### src/rtl/codma_task_sched.sv
// codma_task_sched: two-requester descriptor FIFO feeding one DMA engine, one task at a time; CODMA_SCHED_TIMEOUT_EN adds a watchdog.
// An entry accepted into an empty queue with an idle FSM launches 2 cycles later; req_ready_o drops when full, flushing or in reset.
module codma_task_sched #(
  parameter int DEPTH          = 4,
  parameter int TIMEOUT_CYCLES = 1024
) (
  input  logic                    clk_i,
  input  logic                    reset_i,
  input  logic [1:0]              req_valid_i,
  output logic [1:0]              req_ready_o,
  input  logic [1:0][31:0]        req_task_ptr_i,
  input  logic [1:0][31:0]        req_status_ptr_i,
  output logic                    dma_start_o,
  output logic                    dma_stop_o,
  input  logic                    dma_busy_i,
  output logic [31:0]             dma_task_ptr_o,
  output logic [31:0]             dma_status_ptr_o,
  output logic                    done_valid_o,
  output logic                    done_id_o,
  output logic                    done_err_o,
  output logic                    irq_o,
  input  logic                    irq_clr_i,
  input  logic                    flush_i,
  output logic [$clog2(DEPTH):0]  count_o
);
  localparam int AW = $clog2(DEPTH);
  localparam int CW = AW + 1;

  typedef struct packed {
    logic [31:0] task_ptr;
    logic [31:0] status_ptr;
    logic        id;
  } entry_t;

  typedef enum logic [2:0] {S_IDLE, S_LAUNCH, S_WAIT_BUSY, S_RUN, S_DONE} state_t;

  entry_t        mem [DEPTH];
  entry_t        push_ent;
  entry_t        head;
  logic [AW-1:0] wr_ptr;
  logic [AW-1:0] rd_ptr;
  logic [CW-1:0] cnt;
  logic          prio;
  logic          has_space;
  logic          contended;
  logic [1:0]    grant;
  logic [1:0]    acc;
  logic          push;
  logic          pop;
  state_t        state;
  logic          cur_id;
  logic          aborted;

`ifdef CODMA_SCHED_TIMEOUT_EN
  localparam int WW = (TIMEOUT_CYCLES > 2) ? $clog2(TIMEOUT_CYCLES) : 1;
  logic [WW-1:0] wd;
`else
  localparam int unused_timeout_cycles = TIMEOUT_CYCLES;
`endif

  // Ready looks only at the registered count, so a pop in the same cycle never frees a slot early.
  assign has_space = !reset_i && !flush_i && (cnt != CW'(DEPTH));
  assign contended = &req_valid_i;

  always_comb begin
    grant = 2'b11;
    if (contended) grant = prio ? 2'b10 : 2'b01;
  end

  assign req_ready_o = has_space ? grant : 2'b00;
  assign acc         = req_valid_i & req_ready_o;
  assign push        = |acc;
  assign pop         = (state == S_LAUNCH);
  assign head        = mem[rd_ptr];
  assign count_o     = cnt;

  always_comb begin
    push_ent.task_ptr   = req_task_ptr_i[acc[1]];
    push_ent.status_ptr = req_status_ptr_i[acc[1]];
    push_ent.id         = acc[1];
  end

  always_ff @(posedge clk_i) begin
    if (push) mem[wr_ptr] <= push_ent;
  end

  always_ff @(posedge clk_i or posedge reset_i) begin
    if (reset_i) begin
      wr_ptr <= '0;
      rd_ptr <= '0;
      cnt    <= '0;
      prio   <= 1'b0;
    end else if (flush_i) begin
      wr_ptr <= '0;
      rd_ptr <= '0;
      cnt    <= '0;
    end else begin
      if (push) wr_ptr <= wr_ptr + AW'(1);
      if (pop)  rd_ptr <= rd_ptr + AW'(1);
      cnt <= cnt + CW'(push) - CW'(pop);
      if (push && contended) prio <= ~prio;
    end
  end

  always_ff @(posedge clk_i or posedge reset_i) begin
    if (reset_i) begin
      state            <= S_IDLE;
      dma_start_o      <= 1'b0;
      dma_stop_o       <= 1'b0;
      dma_task_ptr_o   <= '0;
      dma_status_ptr_o <= '0;
      done_valid_o     <= 1'b0;
      done_id_o        <= 1'b0;
      done_err_o       <= 1'b0;
      irq_o            <= 1'b0;
      cur_id           <= 1'b0;
      aborted          <= 1'b0;
`ifdef CODMA_SCHED_TIMEOUT_EN
      wd               <= '0;
`endif
    end else begin
      dma_start_o  <= 1'b0;
      dma_stop_o   <= 1'b0;
      done_valid_o <= 1'b0;
      if (irq_clr_i) irq_o <= 1'b0;
      case (state)
        S_IDLE: begin
          // A flush in this cycle empties the queue, so the head must not be launched.
          if (cnt != '0 && !flush_i) begin
            state            <= S_LAUNCH;
            dma_start_o      <= 1'b1;
            dma_task_ptr_o   <= head.task_ptr;
            dma_status_ptr_o <= head.status_ptr;
            cur_id           <= head.id;
            aborted          <= 1'b0;
          end
        end
        S_LAUNCH: begin
          state <= S_WAIT_BUSY;
`ifdef CODMA_SCHED_TIMEOUT_EN
          wd    <= '0;
`endif
        end
        S_WAIT_BUSY, S_RUN: begin
          if (flush_i && !aborted) begin
            dma_stop_o <= 1'b1;
            aborted    <= 1'b1;
          end
`ifdef CODMA_SCHED_TIMEOUT_EN
          wd <= wd + WW'(1);
`endif
          if (state == S_WAIT_BUSY && dma_busy_i) begin
            state <= S_RUN;
`ifdef CODMA_SCHED_TIMEOUT_EN
            wd    <= '0;
`endif
          end
          if (state == S_RUN && !dma_busy_i) begin
            state        <= S_DONE;
            done_valid_o <= 1'b1;
            done_id_o    <= cur_id;
            done_err_o   <= aborted || flush_i;
          end
`ifdef CODMA_SCHED_TIMEOUT_EN
          // Stop is raised one cycle ahead so it lands on the last counted cycle.
          if (wd == WW'(TIMEOUT_CYCLES - 2)) dma_stop_o <= 1'b1;
          if (wd == WW'(TIMEOUT_CYCLES - 1)) begin
            state        <= S_DONE;
            done_valid_o <= 1'b1;
            done_id_o    <= cur_id;
            done_err_o   <= 1'b1;
          end
`endif
        end
        S_DONE: begin
          state            <= S_IDLE;
          dma_task_ptr_o   <= '0;
          dma_status_ptr_o <= '0;
          done_id_o        <= 1'b0;
          done_err_o       <= 1'b0;
          irq_o            <= 1'b1;
        end
        default: state <= S_IDLE;
      endcase
    end
  end
endmodule

### config.mk
export PLATFORM = sky130hd
export DESIGN_NAME = codma_task_sched
export DESIGN_NICKNAME = d
export VERILOG_FILES = /design/src/rtl/codma_task_sched.sv
export SDC_FILE = /design/constraint.sdc
export NUM_CORES = 1
export LEC_CHECK = 0
export ABC_AREA = 1
export ABC_CLOCK_PERIOD_IN_PS = 10700
export BUFFER_PORTS_ARGS = -buffer_cell sky130_fd_sc_hd__buf_2
export CORE_MARGIN = 10
export CORE_UTILIZATION = 50
export CTS_CLUSTER_SIZE = 12
export DETAILED_ROUTE_END_ITERATION = 10
export MAX_ROUTING_LAYER = met4
export PLACE_DENSITY_LB_ADDON = 0.2
export SYNTH_ARGS = -nofsm -noshare
export SYNTH_HDL_FRONTEND = slang
export SYNTH_SLANG_ARGS = --single-unit
export TNS_END_PERCENT = 50
### constraint.sdc
create_clock -name clk_i -period 10.7 [get_ports clk_i]
set_input_delay 1.07 -clock clk_i [delete_from_list [all_inputs] [get_ports clk_i]]
set_output_delay 1.07 -clock clk_i [all_outputs]
set_load 0.01 [all_outputs]
==> report_table.html, run 1 <==
<table>
<tr><th>Metric</th><th>Value</th></tr>
<tr><th colspan="2">Worst hold path</th></tr>
<tr><td>Worst Hold Class</td><td>reg2reg</td></tr>
<tr><td>Endpoint with the worst hold slack</td><td>cur_id</td></tr>
<tr><td>Origin of the worst min-delay path</td><td>cur_id</td></tr>
<tr><td>Hold Path Stages</td><td>2</td></tr>
<tr><th colspan="2">Power</th></tr>
<tr><td>NetSw</td><td>1260 uW</td></tr>
<tr><td>Sequential Power Share</td><td>44.8%</td></tr>
<tr><td>Part of the total power dissipated in combinational logic</td><td>25.4%</td></tr>
<tr><td>Max VDD drop</td><td>0.122 mV</td></tr>
<tr><td>Sw Share</td><td>32.4%</td></tr>
<tr><td>Power share of the clock group</td><td>29.8%</td></tr>
<tr><td>Post-layout power</td><td>3890 uW</td></tr>
<tr><td>Internal power of the cells</td><td>2630 uW</td></tr>
<tr><td>Leakage power of the design</td><td>0.00801 uW</td></tr>
<tr><td>Pwr per Cell Area</td><td>226 mW/mm^2</td></tr>
<tr><th colspan="2">Critical path</th></tr>
<tr><td>Worst endpoint required time</td><td>9.63 ns</td></tr>
<tr><td>Arrival time at the worst endpoint</td><td>3.16 ns</td></tr>
<tr><td>Highest net fanout along the worst path</td><td>68</td></tr>
<tr><td>Critical path class</td><td>in2out</td></tr>
<tr><td>Destination of the worst register-to-register timing path</td><td>mem[2][46]</td></tr>
<tr><td>Slack of the worst reg-to-reg path</td><td>7.67 ns</td></tr>
<tr><td>Depth of the most critical reg-to-reg path</td><td>5</td></tr>
<tr><td>Kind of end point of the critical path</td><td>primary output</td></tr>
<tr><td>Startpoint kind of the worst setup timing path</td><td>input port</td></tr>
<tr><td>Cell chain of the critical path</td><td>buf_2 -&gt; buf_4 -&gt; nand3_4 -&gt; nand2_1 -&gt; inv_1 -&gt; buf_2</td></tr>
<tr><td>Startpoint of the worst-slack reg-to-reg timing path</td><td>count_o[1]</td></tr>
<tr><td>Cell with the biggest individual delay on the critical path</td><td>nand3_4</td></tr>
<tr><td>Top cell by count, worst path</td><td>buf_2</td></tr>
<tr><td>Worst stage delay on the critical path</td><td>0.79 ns</td></tr>
<tr><th colspan="2">Timing</th></tr>
<tr><td>Setup TNS</td><td>0 ns</td></tr>
<tr><td>Time the worst path needs with I/O delays and setup</td><td>4.23 ns</td></tr>
<tr><td>Post-Route Skew</td><td>0.0196 ns</td></tr>
<tr><td>Count of final hold-check violations</td><td>0</td></tr>
<tr><td>Maximum clock frequency</td><td>0.236 GHz</td></tr>
<tr><td>Count of final setup violators</td><td>0</td></tr>
<tr><td>Share of the cycle needed by the critical path after routing</td><td>39.5%</td></tr>
<tr><td>Measured slew at the worst slew-check pin</td><td>1.12 ns</td></tr>
<tr><td>Tightest slew margin relative to the limit</td><td>25.1%</td></tr>
<tr><td>Unrepaired setup endpoints after global routing</td><td>false</td></tr>
<tr><td>Final max-slew violation count</td><td>0</td></tr>
<tr><th colspan="2">Synthesis</th></tr>
<tr><td>Adder-cell share of the synthesized area</td><td>0.638%</td></tr>
<tr><td>Synthesized netlist cell count</td><td>1515</td></tr>
<tr><td>Largest cells by area after synthesis</td><td>edfxtp_1 (52%), nand2_1 (17%), dfrtp_1 (14%)</td></tr>
<tr><td>Xor and xnor area share after synthesis</td><td>0.0588%</td></tr>
<tr><td>Most frequent cells after synthesis</td><td>nand2_1 (672), edfxtp_1 (260), inv_1 (91)</td></tr>
<tr><td>Most numerous cell in the Yosys netlist</td><td>nand2_1</td></tr>
<tr><td>Synth warn</td><td>0</td></tr>
<tr><td>Library cell with the largest summed area after synthesis</td><td>edfxtp_1</td></tr>
<tr><td>Proportion of register bits with asynchronous set or reset after synthesis</td><td>24.2%</td></tr>
<tr><td>Cell area after technology mapping</td><td>0.0149 sq mm</td></tr>
<tr><td>Count of cell types in the netlist</td><td>23</td></tr>
<tr><td>Post-synthesis sequential area ratio</td><td>66.4%</td></tr>
<tr><td>Proportion of netlist area held by the largest area contributor</td><td>52.4%</td></tr>
<tr><td>Dominant combinational cell family by area after synthesis</td><td>simple AND/OR/NAND/NOR gates</td></tr>
<tr><td>Dominant synthesized flop cell</td><td>edfxtp_1</td></tr>
<tr><td>Synthesized-area fraction occupied by and/or/nand/nor cells</td><td>24.7%</td></tr>
<tr><td>Post-synthesis register bit count</td><td>343</td></tr>
<tr><td>Mean post-synth cell area</td><td>9.83 sq um</td></tr>
<tr><td>Share of cell area taken by muxes after synthesis</td><td>0%</td></tr>
<tr><td>Mapped Nets</td><td>1657</td></tr>
<tr><td>Number of flops mapped to enable cells by yosys</td><td>260</td></tr>
<tr><td>Post-synthesis compound-gate area fraction</td><td>2.53%</td></tr>
<tr><th colspan="2">Clock network</th></tr>
<tr><td>Post-CTS Resized</td><td>0</td></tr>
<tr><td>Later-pin clock latency in the skew report</td><td>0.52 ns</td></tr>
<tr><td>Maximum clock path buffer count</td><td>3</td></tr>
<tr><td>Total clock sinks</td><td>343</td></tr>
<tr><td>Deepest level of the CTS H-tree</td><td>2</td></tr>
<tr><td># Post-CTS Setup Buffers</td><td>0</td></tr>
<tr><td>Master cell of the clock root buffer</td><td>clkbuf_16</td></tr>
<tr><td>Clock tree from TritonCTS</td><td>yes</td></tr>
<tr><td>Clock transition at the registers of the reported paths</td><td>0.06 ns</td></tr>
<tr><td>Number of buffers inserted by hold repair at cts</td><td>0</td></tr>
<tr><td>CTS buffer count</td><td>36</td></tr>
<tr><th colspan="2">Floorplanning</th></tr>
<tr><td>Number of top-level pins</td><td>210</td></tr>
<tr><td>Vertical die dimension</td><td>193 um</td></tr>
<tr><td>Die boundary width</td><td>193 um</td></tr>
<tr><td>Starting utilization of the core area</td><td>50.5%</td></tr>
<tr><td>Total Die Area</td><td>0.0371 sq mm</td></tr>
<tr><td>Cell row count</td><td>63</td></tr>
<tr><td>Area of the core</td><td>0.0295 sq mm</td></tr>
<tr><th colspan="2">Global route</th></tr>
<tr><td>Number of antenna violations at the first check in global routing</td><td>1</td></tr>
<tr><td>First-pass GRT wire length</td><td>59500 um</td></tr>
<tr><td>Global Route met2 Usage</td><td>34.5%</td></tr>
<tr><td>Gr ovfl total</td><td>0</td></tr>
<tr><td>GR Util met3</td><td>3.16%</td></tr>
<tr><td>Pin count of the biggest net entering global routing</td><td>112</td></tr>
<tr><td>Vias in the first global route</td><td>10873</td></tr>
<tr><td>Met1 usage</td><td>26.8%</td></tr>
<tr><td>Global routing usage summed across all routing layers</td><td>21.1%</td></tr>
<tr><td>GRT Max-Usage Layer</td><td>met2</td></tr>
<tr><th colspan="2">Placement</th></tr>
<tr><td>Routability cong.</td><td>0.837</td></tr>
<tr><td>Final HPWL from detailed placement</td><td>22700 um</td></tr>
<tr><td>Number of buffers added on ports</td><td>209</td></tr>
<tr><th colspan="2">Detailed routing</th></tr>
<tr><td>DRT Wirelength</td><td>38400 um</td></tr>
<tr><td>Number of optimization iterations in the first detailed-route pass</td><td>7</td></tr>
<tr><td>Iteration-0 DRC count of the detailed router</td><td>888</td></tr>
<tr><td>Number of design rule violations left after detail routing</td><td>0</td></tr>
<tr><td>Avg Vias per Cell</td><td>5.22</td></tr>
<tr><td>ANT nets after route</td><td>0</td></tr>
<tr><td>Via Count</td><td>10965</td></tr>
<tr><td>Average detailed-routed wire length per instance</td><td>18.3 um</td></tr>
<tr><th colspan="2">Cells and area</th></tr>
<tr><td>Fraction of layout cells with a size suffix above 1</td><td>16.9%</td></tr>
<tr><td>Final core area utilization</td><td>58.4%</td></tr>
<tr><td>Count of nets after finishing</td><td>1825</td></tr>
<tr><td>Synthesis-to-layout area growth</td><td>15.5%</td></tr>
<tr><th colspan="2">Outcome</th></tr>
<tr><td>Result of the run</td><td>finished, final reports clean</td></tr>
<tr><th colspan="2">Run</th></tr>
<tr><td>Number of max-cap violations</td><td>0</td></tr>
</table>
[routing by layer]
metal	wire length [um]	vias to the layer above	part of all wire (%)
li1	-	5304	-
met1	16400	5222	43
met2	18600	382	49
met3	2490	57	6.5
met4	869	0	2.3
met5	0	-	0
[sequential cells by signal (all words and copies together) (netlist names)]
| name | count |
|---|---|
| prio | 1 |
| done_id_o | 1 |
| state | 3 |
| done_err_o | 1 |
| cur_id | 1 |
| done_valid_o | 1 |
| mem | 260 |
| dma_task_ptr_o | 32 |
| dma_stop_o | 1 |
| dma_start_o | 1 |
| count_o | 3 |
| rd_ptr | 2 |
| wr_ptr | 2 |
| dma_status_ptr_o | 32 |
| aborted | 1 |
| irq_o | 1 |
[per-stage QoR]
step                      setup WS [ns]  hold slack [ns]  instances  instance area [sq um]
after floorplan                    6.02            0.450       1515                  14900
after global routing               6.32            0.516       2100                  17200
after detailed placement           6.32            0.470       2035                  16100
final                              6.47            0.487       2100                  17200
after global placement             6.36            0.469       2035                  16100
after CTS                          6.50            0.486       2099                  17200
[worst max path at each step]
stage	depth (start not counted)	slack, ns	from	endpoint
2_1_floorplan	3	6.02	flush_i	mem[0][0]
3_3_place_gp	6	6.36	req_valid_i[1]	mem[2][11]
3_5_place_dp	6	6.32	req_valid_i[1]	mem[2][49]
4_1_cts	6	6.50	req_valid_i[1]	req_ready_o[1]
5_1_grt	6	6.32	req_valid_i[1]	req_ready_o[1]
6_report	6	6.47	req_valid_i[1]	req_ready_o[1]
[worst max-delay path, delay by kind of cell]
kind	cells	cell delay [ns]
buffers and inverters	4	0.90
and+or+nand+nor	2	1.11
[logic make-up after synthesis]
| family | Yosys count |
|---|---|
| buf+inv | 187 |
| fa+ha+maj | 7 |
| flops | 343 |
| compound gates | 73 |
| simple gates | 904 |
| xor+xnor | 1 |
[placed cells by master, fill, tap and decap left out, drive strengths merged, types with 6 or more instances in the layout]
cell type,n
nand2,674
edfxtp,260
buf,222
inv,97
nor2,85
dfrtp,83
nand3,77
o21ai,71
nand4,67
clkbuf,58
ha,6
[power by group through the flow]
stage	clock network [uW]	registers (uW)	logic, uW
after floorplan	0	1780	644
after global placement	0	1760	974
after detailed placement	0	1770	999
after CTS	1180	1740	1000
after global routing	1240	1770	1130
final	1160	1740	987
[area by class of cell]
cell class | count | area (sq um)
clock inverters | 6 | 35.0
clock buffers | 58 | 1070
flip-flops and latches | 343 | 9890
diodes | 1 | 2.50
inverters | 95 | 359
multi-input cells | 985 | 4230
well taps | 390 | 488
fillers | 2552 | 12300
repair buffers | 222 | 1140
(Power assumes the default switching activity.)
==> inputs of run 2 (changes only) <==
--- a/config.mk
+++ b/config.mk
@@ -5,8 +5,8 @@
 export SDC_FILE = /design/constraint.sdc
 export NUM_CORES = 1
 export LEC_CHECK = 0
-export ABC_AREA = 1
-export ABC_CLOCK_PERIOD_IN_PS = 10700
+export ABC_AREA = 0
+export ABC_CLOCK_PERIOD_IN_PS = 3800
 export BUFFER_PORTS_ARGS = -buffer_cell sky130_fd_sc_hd__buf_2
 export CORE_MARGIN = 10
 export CORE_UTILIZATION = 50
==> constraint.sdc (replaced) <==
create_clock -name clk_i -period 3.8 [get_ports clk_i]
set_input_delay 0.38 -clock clk_i [delete_from_list [all_inputs] [get_ports clk_i]]
set_output_delay 0.38 -clock clk_i [all_outputs]
set_load 0.01 [all_outputs]
==> run 2 against run 1 <==
Routed wire length down 14%. Clock power rose to 2.9 times the previous value. Highest routed layer unchanged. Sequential share of layout area up 1.4 points.
==> report_table.html, run 2 <==
<table>
<tr><th>Metric</th><th>Value</th></tr>
<tr><th colspan="2">Cells and area</th></tr>
<tr><td>Largest registers</td><td>mem x260, dma_status_ptr_o x32, dma_task_ptr_o x32</td></tr>
<tr><td>Number of flip-flops in the largest register</td><td>260 (unchanged)</td></tr>
<tr><td>Combined area of the multi-input logic cells</td><td>0.00381 sq mm (-10%)</td></tr>
<tr><td>Synthesis-to-layout area growth</td><td>17.8%</td></tr>
<tr><td>Register with the highest flop count</td><td>mem</td></tr>
<tr><td>Most common cell after layout, fill and taps aside</td><td>edfxtp_1</td></tr>
<tr><td>Most frequent cells in the layout</td><td>edfxtp_1 (260), buf_2 (209), dfrtp_1 (80)</td></tr>
<tr><td>Number of filler instances in the final layout</td><td>2142 (-16%)</td></tr>
<tr><td>Count of nets after finishing</td><td>1179 (-35%)</td></tr>
<tr><td>Sequential cell area</td><td>0.00989 sq mm (about the same)</td></tr>
<tr><td>Fraction of layout cells with a size suffix above 1</td><td>39.2% (+22 points)</td></tr>
<tr><td>Number of standard cells in the final layout excluding fillers</td><td>1444 (-31%)</td></tr>
<tr><th colspan="2">Global route</th></tr>
<tr><td>First-pass GRT wire length</td><td>51200 um (-14%)</td></tr>
<tr><td>Global routing usage summed across all routing layers</td><td>18.8% (-2.4 points)</td></tr>
<tr><td>Number of antenna violations at the first check in global routing</td><td>1 (unchanged)</td></tr>
<tr><td>Vias in the first global route</td><td>8823 (-19%)</td></tr>
<tr><td>Gr ovfl total</td><td>0 (unchanged)</td></tr>
<tr><td>Pin count of the biggest net entering global routing</td><td>67 (-40%)</td></tr>
<tr><th colspan="2">Floorplanning</th></tr>
<tr><td>Area of the core</td><td>0.0279 sq mm (-5.2%)</td></tr>
<tr><td>Cell row count</td><td>61 (-3.2%)</td></tr>
<tr><td>Vertical die dimension</td><td>189 um (-1.9%)</td></tr>
<tr><td>Total Die Area</td><td>0.0357 sq mm (-3.8%)</td></tr>
<tr><td>Number of top-level pins</td><td>210 (unchanged)</td></tr>
<tr><td>Starting utilization of the core area</td><td>51.0% (+0.52 points)</td></tr>
<tr><td>Die boundary width</td><td>189 um (-1.9%)</td></tr>
<tr><th colspan="2">Power</th></tr>
<tr><td>Internal power of the cells</td><td>7840 uW (+200%)</td></tr>
<tr><td>Post-layout power</td><td>11400 uW (+190%)</td></tr>
<tr><td>Sw Share</td><td>31.3% (-1.1 points)</td></tr>
<tr><td>NetSw</td><td>3570 uW (+180%)</td></tr>
<tr><td>Power share of the clock group</td><td>29.7% (about the same)</td></tr>
<tr><td>Leakage power of the design</td><td>0.00638 uW (-20%)</td></tr>
<tr><td>Sequential Power Share</td><td>44.8% (about the same)</td></tr>
<tr><td>Pwr per Cell Area</td><td>679 mW/mm^2 (+200%)</td></tr>
<tr><td>Max VDD drop</td><td>0.495 mV (+310%)</td></tr>
<tr><td>Part of the total power dissipated in combinational logic</td><td>25.6% (+0.2 points)</td></tr>
<tr><th colspan="2">Synthesis</th></tr>
<tr><td>Mean post-synth cell area</td><td>17.0 sq um (+73%)</td></tr>
<tr><td>Cell area after technology mapping</td><td>0.0143 sq mm (-4.3%)</td></tr>
<tr><td>Synthesized netlist cell count</td><td>838 (-45%)</td></tr>
<tr><td>Proportion of register bits with asynchronous set or reset after synthesis</td><td>24.2% (unchanged)</td></tr>
<tr><td>Post-synthesis register bit count</td><td>343 (unchanged)</td></tr>
<tr><td>Number of flops mapped to enable cells by yosys</td><td>260 (unchanged)</td></tr>
<tr><td>Count of cell types in the netlist</td><td>43 (+87%)</td></tr>
<tr><td>Most numerous cell in the Yosys netlist</td><td>edfxtp_1</td></tr>
<tr><td>Dominant synthesized flop cell</td><td>edfxtp_1</td></tr>
<tr><td>Mapped Nets</td><td>980 (-41%)</td></tr>
<tr><td>Synth warn</td><td>0 (unchanged)</td></tr>
<tr><td>Most frequent cells after synthesis</td><td>edfxtp_1 (260), dfrtp_1 (83), inv_1 (68)</td></tr>
<tr><td>Largest cells by area after synthesis</td><td>edfxtp_1 (55%), dfrtp_1 (15%), mux4_2 (10%)</td></tr>
<tr><td>Proportion of netlist area held by the largest area contributor</td><td>54.8% (+2.3 points)</td></tr>
<tr><td>Post-synthesis sequential area ratio</td><td>69.3% (+3.0 points)</td></tr>
<tr><td>Library cell with the largest summed area after synthesis</td><td>edfxtp_1</td></tr>
<tr><th colspan="2">Detailed routing</th></tr>
<tr><td>Number of optimization iterations in the first detailed-route pass</td><td>5 (-2)</td></tr>
<tr><td>Iteration-0 DRC count of the detailed router</td><td>546 (-39%)</td></tr>
<tr><td>Via Count</td><td>8269 (-25%)</td></tr>
<tr><td>Number of design rule violations left after detail routing</td><td>0 (unchanged)</td></tr>
<tr><td>ANT nets after route</td><td>0 (unchanged)</td></tr>
<tr><td>DRT Wirelength</td><td>33000 um (-14%)</td></tr>
<tr><td>Average detailed-routed wire length per instance</td><td>22.9 um (+25%)</td></tr>
<tr><td>Avg Vias per Cell</td><td>5.73 (+9.7%)</td></tr>
<tr><th colspan="2">Critical path</th></tr>
<tr><td>Arrival time at the worst endpoint</td><td>2.87 ns (-0.29 ns)</td></tr>
<tr><td>Kind of end point of the critical path</td><td>register</td></tr>
<tr><td>Highest net fanout along the worst path</td><td>5 (-93%)</td></tr>
<tr><td>Worst endpoint required time</td><td>4.18 ns (-5.45 ns)</td></tr>
<tr><td>Origin of the worst setup path</td><td>count_o[1]</td></tr>
<tr><td>Startpoint of the worst-slack reg-to-reg timing path</td><td>count_o[1]</td></tr>
<tr><td>Slack of the worst reg-to-reg path</td><td>1.31 ns (-6.36 ns)</td></tr>
<tr><td>Critical path class</td><td>reg2reg</td></tr>
<tr><td>Destination of the worst register-to-register timing path</td><td>count_o[2]</td></tr>
<tr><td>Startpoint kind of the worst setup timing path</td><td>register</td></tr>
<tr><td>Depth of the most critical reg-to-reg path</td><td>10 (+5)</td></tr>
<tr><th colspan="2">Clock network</th></tr>
<tr><td>Clock transition at the registers of the reported paths</td><td>0.06 ns (about the same)</td></tr>
<tr><td>Deepest level of the CTS H-tree</td><td>2 (unchanged)</td></tr>
<tr><td>Master cell of the clock root buffer</td><td>clkbuf_16</td></tr>
<tr><td>CTS buffer count</td><td>37 (+2.8%)</td></tr>
<tr><td># Post-CTS Setup Buffers</td><td>0 (unchanged)</td></tr>
<tr><td>Clock tree from TritonCTS</td><td>yes</td></tr>
<tr><td>Maximum clock path buffer count</td><td>3 (unchanged)</td></tr>
<tr><td>Later-pin clock latency in the skew report</td><td>0.51 ns (about the same)</td></tr>
<tr><td>Number of buffers inserted by hold repair at cts</td><td>0 (unchanged)</td></tr>
<tr><td>Total clock sinks</td><td>343 (unchanged)</td></tr>
<tr><td>Post-CTS Resized</td><td>0 (unchanged)</td></tr>
<tr><th colspan="2">Timing</th></tr>
<tr><td>Post-Route Skew</td><td>0.0127 ns (-0.00689 ns)</td></tr>
<tr><td>Time the worst path needs with I/O delays and setup</td><td>2.49 ns</td></tr>
<tr><td>Unrepaired setup endpoints after global routing</td><td>false</td></tr>
<tr><td>Tightest slew margin relative to the limit</td><td>30.0% (+5.0 points)</td></tr>
<tr><td>Final max-slew violation count</td><td>0 (unchanged)</td></tr>
<tr><td>Worst hold slack</td><td>0.0505 ns (-0.437 ns)</td></tr>
<tr><td>Setup TNS</td><td>0 ns (unchanged)</td></tr>
<tr><td>Measured slew at the worst slew-check pin</td><td>1.05 ns (-0.0747 ns)</td></tr>
<tr><td>Share of the cycle needed by the critical path after routing</td><td>65.5%</td></tr>
<tr><td>Maximum clock frequency</td><td>0.402 GHz</td></tr>
<tr><td>Count of final hold-check violations</td><td>0 (unchanged)</td></tr>
<tr><td>Count of final setup violators</td><td>0 (unchanged)</td></tr>
<tr><th colspan="2">Outcome</th></tr>
<tr><td>Result of the run</td><td>finished, final reports clean</td></tr>
<tr><th colspan="2">Placement</th></tr>
<tr><td>Routability cong.</td><td>0.730 (-13%)</td></tr>
<tr><td>Number of buffers added on ports</td><td>209 (unchanged)</td></tr>
<tr><td>Final HPWL from detailed placement</td><td>20000 um (-12%)</td></tr>
<tr><td>Placed instance count</td><td>1376 (-32%)</td></tr>
<tr><th colspan="2">Run</th></tr>
<tr><td>Number of max-cap violations</td><td>0 (unchanged)</td></tr>
<tr><th colspan="2">Worst hold path</th></tr>
<tr><td>Worst Hold Class</td><td>in2async</td></tr>
</table>
run 2: logic make-up after synthesis:
kind of cell             share of synthesized area, %
adder cells (fa/ha/maj)                         0.667
flip-flops                                       69.3
buffers and inverters                            4.24
XOR/XNOR                                        0.307
multiplexers                                     15.6
AO/OA/AOI/OAI                                    4.55
AND/OR/NAND/NOR                                  5.31
run 2: how the worst max path moves through the flow:
stage	to	slack, ns	depth (start not counted)
detailed placement	count_o[2]	1.30	10
finish	count_o[2]	1.31	10
floorplan	mem[0][0]	0.92	4
global route	count_o[2]	1.14	10
CTS	count_o[2]	1.30	10
global placement	count_o[2]	1.36	11
run 2: stage by stage:
step                      util, %  setup slack [ns]  cell area (sq um)
final                        60.2              1.31              16800
after global placement       56.0              1.36              15700
after detailed placement     56.0              1.30              15700
after CTS                    60.1              1.30              16800
after floorplan                 -             0.924              14300
after global routing         60.2              1.14              16800
run 2: cell type report:
class | instances | area share (%)
Antenna cell | 1 | 0.0149
Clock buffer | 58 | 6.41
Clock inverter | 9 | 0.402
Inverter | 68 | 1.53
Multi-Input combinational cell | 364 | 22.7
Sequential cell | 343 | 58.9
Tap cell | 378 | 2.81
Timing Repair Buffer | 223 | 7.30
run 2: worst max-delay path, cell delays in order, from the launching register on:
cell and delay, ns:
dfrtp_1 0.44, or3b_1 0.49, o211a_1 0.20, inv_1 0.14
ha_1 0.24, inv_1 0.05, ha_1 0.13, inv_1 0.05
fa_1 0.40, xnor2_1 0.16, nor2_1 0.06
run 2: layer usage:
| layer | GRT usage, % | up-vias | share of wire (%) |
|---|---|---|---|
| met4 | 4.18 | 0 | 1.3 |
| met1 | 23.9 | 4240 | 42 |
| met5 | - | - | 0 |
| met2 | 30.8 | 277 | 51 |
| met3 | 3.77 | 43 | 6.1 |
| li1 | - | 3709 | - |
run 2: power groups by stage:
stage | registers, uW | logic [uW] | clock network (uW)
floorplan | 5130 | 1920 | 0
global placement | 5180 | 2910 | 0
detailed placement | 5190 | 2950 | 0
CTS | 5120 | 2960 | 3450
global route | 5190 | 3220 | 3610
finish | 5110 | 2920 | 3390
